<file path="src/rtl/decoder_pg_fifo_if.sv">
// Bundle for the decode/FIFO block: producer side (instruction, in_valid/in_ready),
// decode tap (decode_o) and consumer side (data_o, out_valid/out_ready, count_o).
interface decoder_pg_fifo_if #(
  parameter int XLEN      = 32,
  parameter int DATA_SIZE = 33,
  parameter int DEPTH     = 4
);
  localparam int CW = $clog2(DEPTH) + 1;

  logic [XLEN-1:0]      instruction;
  logic                 in_valid;
  logic                 in_ready;
  logic [7:0]           decode_o;
  logic [DATA_SIZE-1:0] data_o;
  logic                 out_valid;
  logic                 out_ready;
  logic [CW-1:0]        count_o;

  modport master (
    output instruction, in_valid, out_ready,
    input  in_ready, decode_o, data_o, out_valid, count_o
  );

  modport slave (
    input  instruction, in_valid, out_ready,
    output in_ready, decode_o, data_o, out_valid, count_o
  );
endinterface

</file>
<file path="src/rtl/decoder_pg_fifo.sv">
// RV32I class decoder feeding a show-ahead FIFO of {decode, instruction[31:7]} entries.
// Optional macro DECODER_PG_ILLEGAL_FILTER_EN drops entries whose class code is 0x00.
module decoder_pg_fifo #(
  parameter int XLEN      = 32,
  parameter int DATA_SIZE = 33,
  parameter int DEPTH     = 4
) (
  input  logic             clk,
  input  logic             rst_n,
  decoder_pg_fifo_if.slave bus
);
  localparam int AW = $clog2(DEPTH);
  localparam int CW = AW + 1;

  logic [6:0] opcode;
  logic [6:0] f7;
  logic [2:0] f3;
  logic       b20;
  logic [7:0] decode;

  assign opcode = bus.instruction[6:0];
  assign f3     = bus.instruction[14:12];
  assign f7     = bus.instruction[31:25];
  assign b20    = bus.instruction[20];

  always_comb begin
    decode = 8'h00;
    case (opcode)
      7'b0110111: decode = 8'h01;
      7'b0010111: decode = 8'h02;
      7'b0010011: begin
        if (f3 == 3'b001)      decode = (f7 == 7'b0000000) ? 8'h03 : 8'h00;
        else if (f3 == 3'b101) decode = (f7 == 7'b0000000 || f7 == 7'b0100000) ? 8'h03 : 8'h00;
        else                   decode = 8'h03;
      end
      7'b0110011: begin
        if (f7 == 7'b0000000) decode = 8'h04;
        else if (f7 == 7'b0100000 && (f3 == 3'b000 || f3 == 3'b101)) decode = 8'h04;
      end
      7'b0000011: begin
        if (f3 == 3'b000 || f3 == 3'b001 || f3 == 3'b010 || f3 == 3'b100 || f3 == 3'b101)
          decode = 8'h05;
      end
      7'b0100011: if (f3 == 3'b000 || f3 == 3'b001 || f3 == 3'b010) decode = 8'h06;
      7'b1101111: decode = 8'h07;
      7'b1100111: if (f3 == 3'b000) decode = 8'h08;
      7'b1100011: if (f3 != 3'b010 && f3 != 3'b011) decode = 8'h09;
      7'b1110011: if (f3 == 3'b000) decode = b20 ? 8'h0B : 8'h0A;
      7'b0001111: decode = 8'h0C;
      default:    decode = 8'h00;
    endcase
  end

  assign bus.decode_o = decode;

  // Handshakes: a transfer happens on the posedge where valid && ready are both high.
  // in_ready is !full only (no bypass when full); out_valid is !empty. Neither ready
  // depends on the same-cycle valid of the other side.
  logic [DATA_SIZE-1:0] mem [DEPTH];
  logic [AW-1:0]        wr_ptr;
  logic [AW-1:0]        rd_ptr;
  logic [CW-1:0]        count;
  logic                 full;
  logic                 empty;
  logic                 accept;
  logic                 push;
  logic                 pop;

  assign full   = (count == CW'(DEPTH));
  assign empty  = (count == '0);
  assign accept = bus.in_valid && !full;
  assign pop    = bus.out_valid && bus.out_ready;

`ifdef DECODER_PG_ILLEGAL_FILTER_EN
  // Illegal words are handshaken normally but never stored.
  assign push = accept && (decode != 8'h00);
`else
  assign push = accept;
`endif

  always_ff @(posedge clk) begin
    if (rst_n && push) mem[wr_ptr] <= {decode, bus.instruction[XLEN-1:7]};
  end

  always_ff @(posedge clk) begin
    if (!rst_n) begin
      wr_ptr <= '0;
      rd_ptr <= '0;
      count  <= '0;
    end else begin
      if (push) wr_ptr <= wr_ptr + AW'(1);
      if (pop)  rd_ptr <= rd_ptr + AW'(1);
      case ({push, pop})
        2'b10:   count <= count + CW'(1);
        2'b01:   count <= count - CW'(1);
        default: count <= count;
      endcase
    end
  end

  assign bus.in_ready  = !full;
  assign bus.out_valid = !empty;
  assign bus.data_o    = empty ? '0 : mem[rd_ptr];
  assign bus.count_o   = count;
endmodule

</file>
<file path="src/flat_wrapper.sv">
// flat-port wrapper written by rule: the top's interface ports become plain ports
module decoder_pg_fifo_flat 
#(
  parameter int XLEN      = 32,
  parameter int DATA_SIZE = 33,
  parameter int DEPTH     = 4
)
  (clk, rst_n, bus_instruction, bus_in_valid, bus_out_ready, bus_in_ready, bus_decode_o, bus_data_o, bus_out_valid, bus_count_o);
  decoder_pg_fifo_if #(.XLEN(XLEN), .DATA_SIZE(DATA_SIZE), .DEPTH(DEPTH)) bus_i ();
  input  logic clk;
  input  logic rst_n;
  input wire logic [$bits(bus_i.instruction)-1:0] bus_instruction;
  input wire logic [$bits(bus_i.in_valid)-1:0] bus_in_valid;
  input wire logic [$bits(bus_i.out_ready)-1:0] bus_out_ready;
  output wire logic [$bits(bus_i.in_ready)-1:0] bus_in_ready;
  output wire logic [$bits(bus_i.decode_o)-1:0] bus_decode_o;
  output wire logic [$bits(bus_i.data_o)-1:0] bus_data_o;
  output wire logic [$bits(bus_i.out_valid)-1:0] bus_out_valid;
  output wire logic [$bits(bus_i.count_o)-1:0] bus_count_o;
  assign bus_i.instruction = bus_instruction;
  assign bus_i.in_valid = bus_in_valid;
  assign bus_i.out_ready = bus_out_ready;
  assign bus_in_ready = bus_i.in_ready;
  assign bus_decode_o = bus_i.decode_o;
  assign bus_data_o = bus_i.data_o;
  assign bus_out_valid = bus_i.out_valid;
  assign bus_count_o = bus_i.count_o;
  decoder_pg_fifo #(.XLEN(XLEN), .DATA_SIZE(DATA_SIZE), .DEPTH(DEPTH)) u_core (.clk(clk), .rst_n(rst_n), .bus(bus_i));
endmodule
</file>
<file path="config.mk">
export PLATFORM = sky130hd
export DESIGN_NAME = decoder_pg_fifo_flat
export DESIGN_NICKNAME = d
export VERILOG_FILES = /design/src/rtl/decoder_pg_fifo_if.sv /design/src/rtl/decoder_pg_fifo.sv /design/src/flat_wrapper.sv
export SDC_FILE = /design/constraint.sdc
export NUM_CORES = 1
export LEC_CHECK = 0
export CAP_MARGIN = 20
export CORE_MARGIN = 2
export CORE_UTILIZATION = 53
export DETAILED_ROUTE_END_ITERATION = 12
export PLACE_DENSITY = 0.83
export SLEW_MARGIN = 40
export SYNTH_ARGS = -nofsm -noshare
export SYNTH_HDL_FRONTEND = slang
export SYNTH_SLANG_ARGS = --single-unit
</file>
<file path="constraint.sdc">
create_clock -name clk -period 3.2 [get_ports clk]
set_clock_uncertainty 0.2 [all_clocks]
set_input_delay 0.64 -clock clk [delete_from_list [all_inputs] [get_ports clk]]
set_output_delay 0.64 -clock clk [all_outputs]
set_load 0.005 [all_outputs]
</file>
# ---- Yosys cells after proc, flatten, opt, wreduce, memory -nomap -nowiden
# Memory sizes are Yosys's and may differ from the RTL's. A register that Yosys moved wholly into a read port is not among the register bits.
# Index checks and enable logic that the tools add are counted.
dict set report op_classes {
  addsub 4
  n_eq_ne 21
  n_mux 19
  reduce_logical 17
}
# op count
set ops {}
lappend ops {{8-bit one-hot mux with 11 select lines} 1}
lappend ops {{33-bit two-way mux} 1}
lappend ops {{8-bit two-way mux} 4}
lappend ops {{7-bit by 6-bit == test with 1-bit output (second input constant)} 4}
lappend ops {{7-bit == test (second input constant)} 4}
lappend ops {{7-bit by 5-bit == test with 1-bit output (second input constant)} 2}
lappend ops {{3-bit == test (second input constant)} 3}
lappend ops {{3-bit two-way mux} 3}
lappend ops {{2-bit two-way mux} 4}
lappend ops {{4-bit two-way mux} 2}
lappend ops {{7-bit by 2-bit == test with 1-bit output (second input constant)} 1}
lappend ops {{7-bit by 4-bit == test with 1-bit output (second input constant)} 1}
lappend ops {{7-bit logical NOT} 1}
lappend ops {{3-bit logical NOT} 2}
lappend ops {{1-bit logical OR} 6}
lappend ops {{3-bit by 2-bit != test with 1-bit output (second input constant)} 2}
lappend ops {{3-bit one-hot mux with 2 select lines} 1}
lappend ops {{1-bit logical AND} 5}
lappend ops {{2-bit by 1-bit adder with 2-bit output (second input constant)} 2}
lappend ops {{3-bit by 1-bit adder with 3-bit output (second input constant)} 1}
lappend ops {{3-bit by 1-bit == test with 1-bit output (second input constant)} 1}
lappend ops {{3-bit by 2-bit == test with 1-bit output (second input constant)} 1}
lappend ops {{1-bit two-way mux} 3}
lappend ops {{3-bit by 1-bit subtractor with 3-bit output (second input constant)} 1}
lappend ops {{4 further kinds} 5}
dict set report totals {
  register_bits 7
  ram_bits 132
  input_bits 36
  wordCells 65
  mem_count 1
}
# name depth width read_ports rd_clocked_by_memory_dff wr line
set mem_list {}
lappend mem_list {u_core.mem 4 33 1 1 1 decoder_pg_fifo.sv:59} ;# logic [DATA_SIZE-1:0] mem [DEPTH];

# ---- Depth between registers and ports, before layout
# Gate-level depths: netlist (run 1).
dict set report depth {
  ltp_word 7
  ltp_mapped 10
  ltp_nobuf 9
}

# ---- Least setup slack after synthesis (run 1)
# No wires, ideal clock.
dict set report synth_path {
  path_type {in2out}
  startpoint {input bus_instruction[26]}
  endpoint {output bus_decode_o[0]}
  t_arrival_ns 1.733
  slack_ns 0.627
  cell_stages 4
  path_buffers 0
  cell_sequence {or4_4 > a2111oi_4 > o311ai_1 > nand4_1}
}
dict set report synth_between {
  elab_chain_cells 6
  elab_cells_between_ends 9
  classes_between {eq/ne: 1; mux: 6; reduce/logical: 2}
}
# element line
set synth_lines {}
lappend synth_lines {{start, declared} flat_wrapper.sv:12} ;# input wire logic [$bits(bus_i.instruction)-1:0] bus_instruction;
lappend synth_lines {{7-bit by 6-bit == test with 1-bit output or 7-bit logical NOT (tied branches)} {decoder_pg_fifo.sv:33, decoder_pg_fifo.sv:32, decoder_pg_fifo.sv:37}}
lappend synth_lines {{1-bit logical OR} decoder_pg_fifo.sv:33} ;# else if (f3 == 3'b101) decode = (f7 == 7'b0000000 || f7 == 7'b0100000) ? 8'h03 : 8'h00;
lappend synth_lines {{2-bit two-way mux} decoder_pg_fifo.sv:33}
lappend synth_lines {{8-bit two-way mux} decoder_pg_fifo.sv:33}
lappend synth_lines {{8-bit two-way mux} decoder_pg_fifo.sv:32} ;# if (f3 == 3'b001) decode = (f7 == 7'b0000000) ? 8'h03 : 8'h00;
lappend synth_lines {{8-bit one-hot mux with 11 select lines *} decoder_pg_fifo.sv:28} ;# case (opcode)
lappend synth_lines {{end, declared} flat_wrapper.sv:16} ;# output wire logic [$bits(bus_i.decode_o)-1:0] bus_decode_o;
# Mark *: on every way between the ends. The rest lies on a longest branch, timed or not.

# ---- Worst setup path after layout (run 1)
dict set report layout_path {
  startpoint {input bus_instruction[0]}
  endpoint {memory u_core.mem[0][27] (data pin)}
}
dict set report layout_between {
  elab_chain_cells 2
  elab_cells_between_ends 12
  classes_between {eq/ne: 11; mux: 1}
}
# element line
set layout_lines {}
lappend layout_lines {{7-bit by 4-bit == test with 1-bit output, or another cell as far along} decoder_pg_fifo.sv:28}
lappend layout_lines {{8-bit one-hot mux with 11 select lines *} decoder_pg_fifo.sv:28}
lappend layout_lines {{end, declared} decoder_pg_fifo.sv:59}
# Marks and branches as above.

==> impl_metrics.yaml, run 1 <==
logic_synthesis:
  avgSynthCellArea_sq_um: 17.9
  synth-main-ff-cell: "edfxtp_1"
  synthCells: 294
  ys_ff_latch: 125
  yosys.area_share.simple_pct: 8.86
  yosysSeqAreaShare_pct: 69.7
  synth-edff-count: 116
  synth_top_family_by_area: "multiplexers"
  ys_types: 42
  synthesis.area_sq_mm: 0.00526
  synth_fa_ha_area_share_pct: 1.57
  postSynth.asyncResetShare_pct: 0
  synth_compound_area_share_pct: 2.79
  ys_warn_count: 0
  synthMuxAreaShare_pct: 12.4
  synth_xor_area_share_pct: 1.00
sta:
  whs_ns: 0.275
  setup_violations: 0
  fin_crit_sh_pct: 99.9
  fin_tns_setup_ns: 0
  slew_violations: 0
  max_freq_ghz: 0.313
  finalHoldViolations: 0
  fin_crit_ns: 3.20
critical_path:
  arrival_ns: 3.26
  regToRegEndpoint: "u_core.bus.count_o[2]"
  startpoint_type: "input pin"
  worst-path-buf-inv: 13
  crit_type: "input pin to register"
  critPathMaxFanout: 4
  timing.critical_path.mode_cell: "buf_4"
  path_cells: "clkdlybuf4s50_1 -> buf_4 -> nand2_1 -> and3b_2 -> a21oi_2 -> nand4_1 -> buf_4 -> buf_4 -> buf_4 -> buf_4 -> buf_4 -> buf_4 -> buf_4 -> buf_4 -> buf_4 -> buf_4 -> buf_4"
  slowest_delay_ns: 0.43
  slowest_stage: "clkdlybuf4s50_1"
  endpoint_kind: "register"
  r2r-start: "u_core.bus.count_o[2]"
  reg2reg_depth: 9
  ff2ff_setup_slack_ns: 0.32
  cp.required_ns: 3.26
  cpLargestDelayFamily: "buffers and inverters"
die:
  dieArea_sq_mm: 0.0107
  core_area_sq_mm: 0.00968
  die_h_um: 104
  io_pins: 82
  rows: 36
  initial_core_util_pct: 54.3
  die_w_um: 104
layout:
  fin_util_pct: 73.2
  antenna_cells: 0
  fin_area_sq_mm: 0.00709
  nets: 465
  layout-drive-gt1-share_pct: 29.4
  syn_to_final_growth_pct: 35.0
clocking:
  cts-htree-levels: 4
  clk_pin_slew_ns: 0.06
  cts_buffers: 17
  clk_latency_ns: 0.52
  cts.sinks: 125
  cts_tree: "yes"
  cts_buffer_depth: 2
  cts-root-buf: "clkbuf_8"
global_routing:
  grt_start_max_net_pins: 33
  grt_pass1_vias: 3158
  grt_pass1_wl_um: 17100
  gr-total-overflow: 0
  antenna_found_initial: 0
  track_usage_pct: 22.0
pwr:
  p_sw_uw: 1380
  total_power_uw: 5450
  p_leak_uw: 0.00250
  p_seq_share_pct: 36.3
  power-per-cell-area_mw_per_mm2: 768
  ir_worst_vdd_mv: 0.364
  p_comb_share_pct: 29.5
  swShare_pct: 25.3
  clock_power_share_pct: 34.3
  p_int_uw: 4070
status:
  status: "completed"
routing:
  wl_um: 11400
  wl_per_cell_um: 20.0
  ant_nets: 0
  drtIter0Drc: 207
  post-route-drc-count: 0
  viasPerCell: 5.49
  dr.pass1.iters: 5
  vias: 3123
hold_path:
  hold_depth: 2
  hp-class: "input pin to register"
  min-delay-start: "bus_instruction[26]"
  hold-path-endpoint: "u_core.mem[3][19]"
placed_design:
  io_buffers: 73
  place_congestion: 0.842
  place_hpwl_um: 6480
  dpl_cell_area_sq_mm: 0.00637
flow_run:
  maxCapViolations: 0
[kinds of logic (layout without fill, tap and decap cells)]
logic type / count (synthesis) / count (layout)
xor+xnor: 6 / 6
mux: 29 / 29
compound gates: 17 / 17
fa+ha+maj: 6 / 6
simple gates: 79 / 79
other cells: 1 / 8
buf+inv: 31 / 166
flops: 125 / 125
[synthesized netlist by cell type, drive strengths merged (2+ instances only)]
cell	instances	area [sq um]
edfxtp	116	3480
o32a	2	20.0
mux4	29	653
or3	4	26.3
nor2	7	26.3
nand4	4	25.0
and2	36	225
xnor2	4	35.0
nand2b	2	12.5
nor4	2	12.5
inv	8	30.0
and3	4	25.0
dfxtp	9	180
ha	5	62.6
buf	17	135
a21boi	2	15.0
nor2b	3	18.8
nand3	5	25.0
xor2	2	17.5
o21ai	4	20.0
clkbuf	6	22.5
nand2	7	26.3
[how the worst max path moves through the flow]
| stage | cells past startpoint | end | slack (ns) | startpoint |
|---|---|---|---|---|
| after floorplan | 4 | bus_decode_o[0] | 0.63 | bus_instruction[26] |
| after global placement | 6 | bus_decode_o[0] | -0.32 | bus_instruction[26] |
| after detailed placement | 6 | bus_decode_o[0] | -0.38 | bus_instruction[26] |
| after CTS | 4 | bus_data_o[27] | 0.0002 | register |
| after global routing | 17 | u_core.mem[0][27] | -0.002 | bus_instruction[1] |
| final | 17 | u_core.mem[0][27] | 0.003 | bus_instruction[0] |
[layout by cell type (no fill, tap or decap), types with 3 or more instances in the layout]
cell type / count
and2_1: 36
and3_2: 4
buf_12: 4
buf_2: 3
buf_4: 48
bufinv_16: 3
clkbuf_1: 3
clkbuf_16: 17
clkdlybuf4s50_1: 61
clkinv_2: 4
conb_1: 8
dfxtp_1: 8
dlygate4sd2_1: 6
dlymetal6s2s_1: 3
edfxtp_1: 116
ha_1: 5
inv_1: 8
mux4_2: 29
nand2_1: 7
nand3_1: 5
nand4_1: 4
nor2_1: 7
nor2b_1: 3
o21ai_0: 4
or3_1: 3
xnor2_1: 4
[stage by stage]
step,instances,setup slack (ns)
3_3_place_gp,523,-0.324
4_1_cts,567,0.000212
5_1_grt,569,-0.00184
2_1_floorplan,301,0.627
3_5_place_dp,523,-0.383
6_report,569,0.00310
[worst register-to-register path: cells and delay by family, from the launching register on]
family,cells,cell delay (ns)
buffers and inverters,2,0.18
adders and majority gates,2,0.59
AOI/OAI and AO/OA,1,0.22
DFF,1,0.40
xor gates and xnor gates,1,0.18
and+or+nand+nor,3,1.01
[power groups by stage]
stage                     clock network, uW  logic, uW  registers (uW)
after floorplan                           0        812            1980
after global placement                    0       1540            1980
after detailed placement                  0       1570            1990
after CTS                              1890       1590            1960
after global routing                   1970       1730            1980
final                                  1870       1610            1980
[state kept, by name, indices dropped and copies added, names as in the netlist, named ones only]
| signal | flops |
|---|---|
| u_core.wr_ptr | 2 |
| u_core.mem | 116 |
| u_core.rd_ptr | 2 |
| u_core.bus.count_o | 3 |
[routing by layer]
metal,GRT usage [%],vias up,wire length (um)
met2,37.9,133,5990
li1,-,1394,-
met3,7.55,24,635
met4,8.40,0,299
met1,25.5,1572,4480
met5,0,-,0
[repair_timing]
action                                  CTS  global route
endpoints found under the setup margin    4            18
cloned                                    0             1
pin swaps                                 7             5
setup buffers                            12             2
resized for setup                        22             5
hold buffers                              0             0
[final cells by class]
class	count	area, sq um
clock buffers	21	439
clock inverters	11	143
fillers	564	2590
inverters	8	30.0
multi-input cells	145	1470
flip-flops and latches	125	3670
well taps	133	166
repair buffers	126	1180
No activity file was read; power rests on OpenSTA's default activity.
==> inputs of run 2 (changes only) <==
Settings changed: CORE_UTILIZATION 53 to 56, CTS_BUF_LIST set to sky130_fd_sc_hd__clkbuf_4 sky130_fd_sc_hd__clkbuf_8, GPL_ROUTABILITY_DRIVEN set to 0, PLACE_DENSITY 0.83 to 0.87.
==> impl_metrics.yaml, run 2 (same netlist as run 1, synthesis figures left out) <==
status:
  status: "completed"
die:
  core_area_sq_mm: 0.00915
  die_h_um: 101
  die_w_um: 101
  io_pins: 82
  dieArea_sq_mm: 0.0102
  initial_core_util_pct: 57.4
  rows: 35
critical_path:
  critPathMaxFanout: 2
  cp.required_ns: 2.36
  startpoint_type: "input pin"
  cpLargestDelayFamily: "simple AND/OR/NAND/NOR gates"
  slowest_delay_ns: 0.55
  crit_type: "input pin to output port"
  path_cells: "dlygate4sd2_1 -> or4_4 -> buf_4 -> nor4_2 -> nand3b_1 -> nand4_1 -> clkdlybuf4s15_1"
  endpoint_kind: "output port"
  worst-path-buf-inv: 3
  arrival_ns: 2.28
  slowest_stage: "or4_4"
clocking:
  clk_pin_slew_ns: 0.07
  cts-htree-levels: 4
  cts_buffers: 17
  cts_buffer_depth: 2
  clk_latency_ns: 0.41
  cts-root-buf: "clkbuf_8"
  postCtsHoldBufs: 0
  cts_tree: "yes"
  cts.sinks: 125
sta:
  fin_crit_sh_pct: 97.5
  slew_headroom_pct: 64.7
  worstMarginPinSlew_ns: 0.529
  finalHoldViolations: 0
  whs_ns: 0.323
  max_freq_ghz: 0.321
  slew_violations: 0
  fin_crit_ns: 3.12
  fin_tns_setup_ns: 0
  rsz0062_at_grt: "no"
  setup_violations: 0
pwr:
  p_leak_uw: 0.00242
  power-per-cell-area_mw_per_mm2: 733
  ir_worst_vdd_mv: 0.315
  total_power_uw: 5040
layout:
  layout_commonest_cell: "edfxtp_1"
  largest_reg_flops: 116
  regArea_sq_mm: 0.00366
  multi_input_area_sq_mm: 0.00146
  syn_to_final_growth_pct: 30.9
  layout-drive-gt1-share_pct: 28.7
  nets: 465
  nFillCells: 514
  antenna_cells: 0
  regMostFlops: "u_core.mem"
  final_cell_mix: "116 x edfxtp_1, 52 x clkdlybuf4s50_1, 49 x buf_4"
routing:
  wl_met3_um: 584
  top_layer_used: "met4"
  wl_met1_um: 4050
  drtIter0Drc: 158
  wl_per_cell_um: 19.2
  ant_nets: 0
  post-route-drc-count: 0
  vias: 3071
  dr.pass1.iters: 4
  viasPerCell: 5.61
  dr_wl_met2_um: 5760
  wl_um: 10500
global_routing:
  gr-total-overflow: 0
  grt_start_max_net_pins: 30
  track_usage_pct: 22.3
  grt_pass1_vias: 3244
  grt_pass1_wl_um: 16400
  antenna_found_initial: 0
placed_design:
  io_buffers: 73
  place_hpwl_um: 6460
flow_run:
  maxCapViolations: 0
hold_path:
  hp-class: "register to register"
run 2: changes by cell type in the layout (fill, tap and decap cells not counted), sizes merged:
| cell | delta |
|---|---|
| clkdlybuf4s50 | -9 |
| bufinv | +2 |
| dlymetal6s2s | -3 |
| buf | -2 |
| dlygate4sd2 | +9 |
| clkdlybuf4s15 | +3 |
run 2: path summary, 6_finish.rpt:
check / start / to / slack (ns) / cells past startpoint
worst max-delay path: bus_instruction[26] / bus_decode_o[2] / 0.08 / 7
worst min-delay path: u_core.wr_ptr[1] / u_core.wr_ptr[1] / 0.32 / 2
worst max register to register: u_core.bus.count_o[2] / u_core.bus.count_o[2] / 0.58 / 9
worst min register to register: u_core.wr_ptr[1] / u_core.wr_ptr[1] / 0.32 / 2
run 2: routing by layer:
metal / vias to the layer above / global-route usage (%)
met5: - / 0
met4: 0 / 7.17
met3: 10 / 5.62
met2: 131 / 39.3
met1: 1535 / 27.0
li1: 1395 / -
run 2: final cells by class:
class	count	share of cell area, %
repair buffers	126	16.5
multi-input cells	145	21.3
clock buffers	19	3.62
flip-flops and latches	125	53.3
inverters	8	0.437
well taps	111	2.02
clock inverters	13	2.86
run 2: power by group:
part           internal [uW]  switching (uW)
registers               1910            49.3
clock network            936             582
logic                    933             635
run 2: timing repair:
action,4_1_cts,5_1_grt
pin swaps,7,3
buffers inserted,15,2
setup endpoints to repair,4,5
gates resized for setup,26,11
run 2: worst register-to-register path, stage by stage, from the launching register on:
cell and delay, ns:
dfxtp_1 0.37, or3b_1 0.37, and2_1 0.26, inv_1 0.12
ha_1 0.18, inv_1 0.06, fa_1 0.37, xor2_1 0.16
or3_1 0.30, a21boi_0 0.16
run 2: stage by stage:
stage / cell area [sq um] / utilization, % / std cells / worst slack (ns)
floorplan: 5280 / - / 301 / 0.627
global placement: 6320 / 69.0 / 500 / -0.315
detailed placement: 6320 / 69.0 / 500 / -0.354
CTS: 6880 / 75.2 / 547 / -0.00353
global route: 6880 / 75.2 / 547 / 0.00495
finish: 6880 / 75.2 / 547 / 0.0799
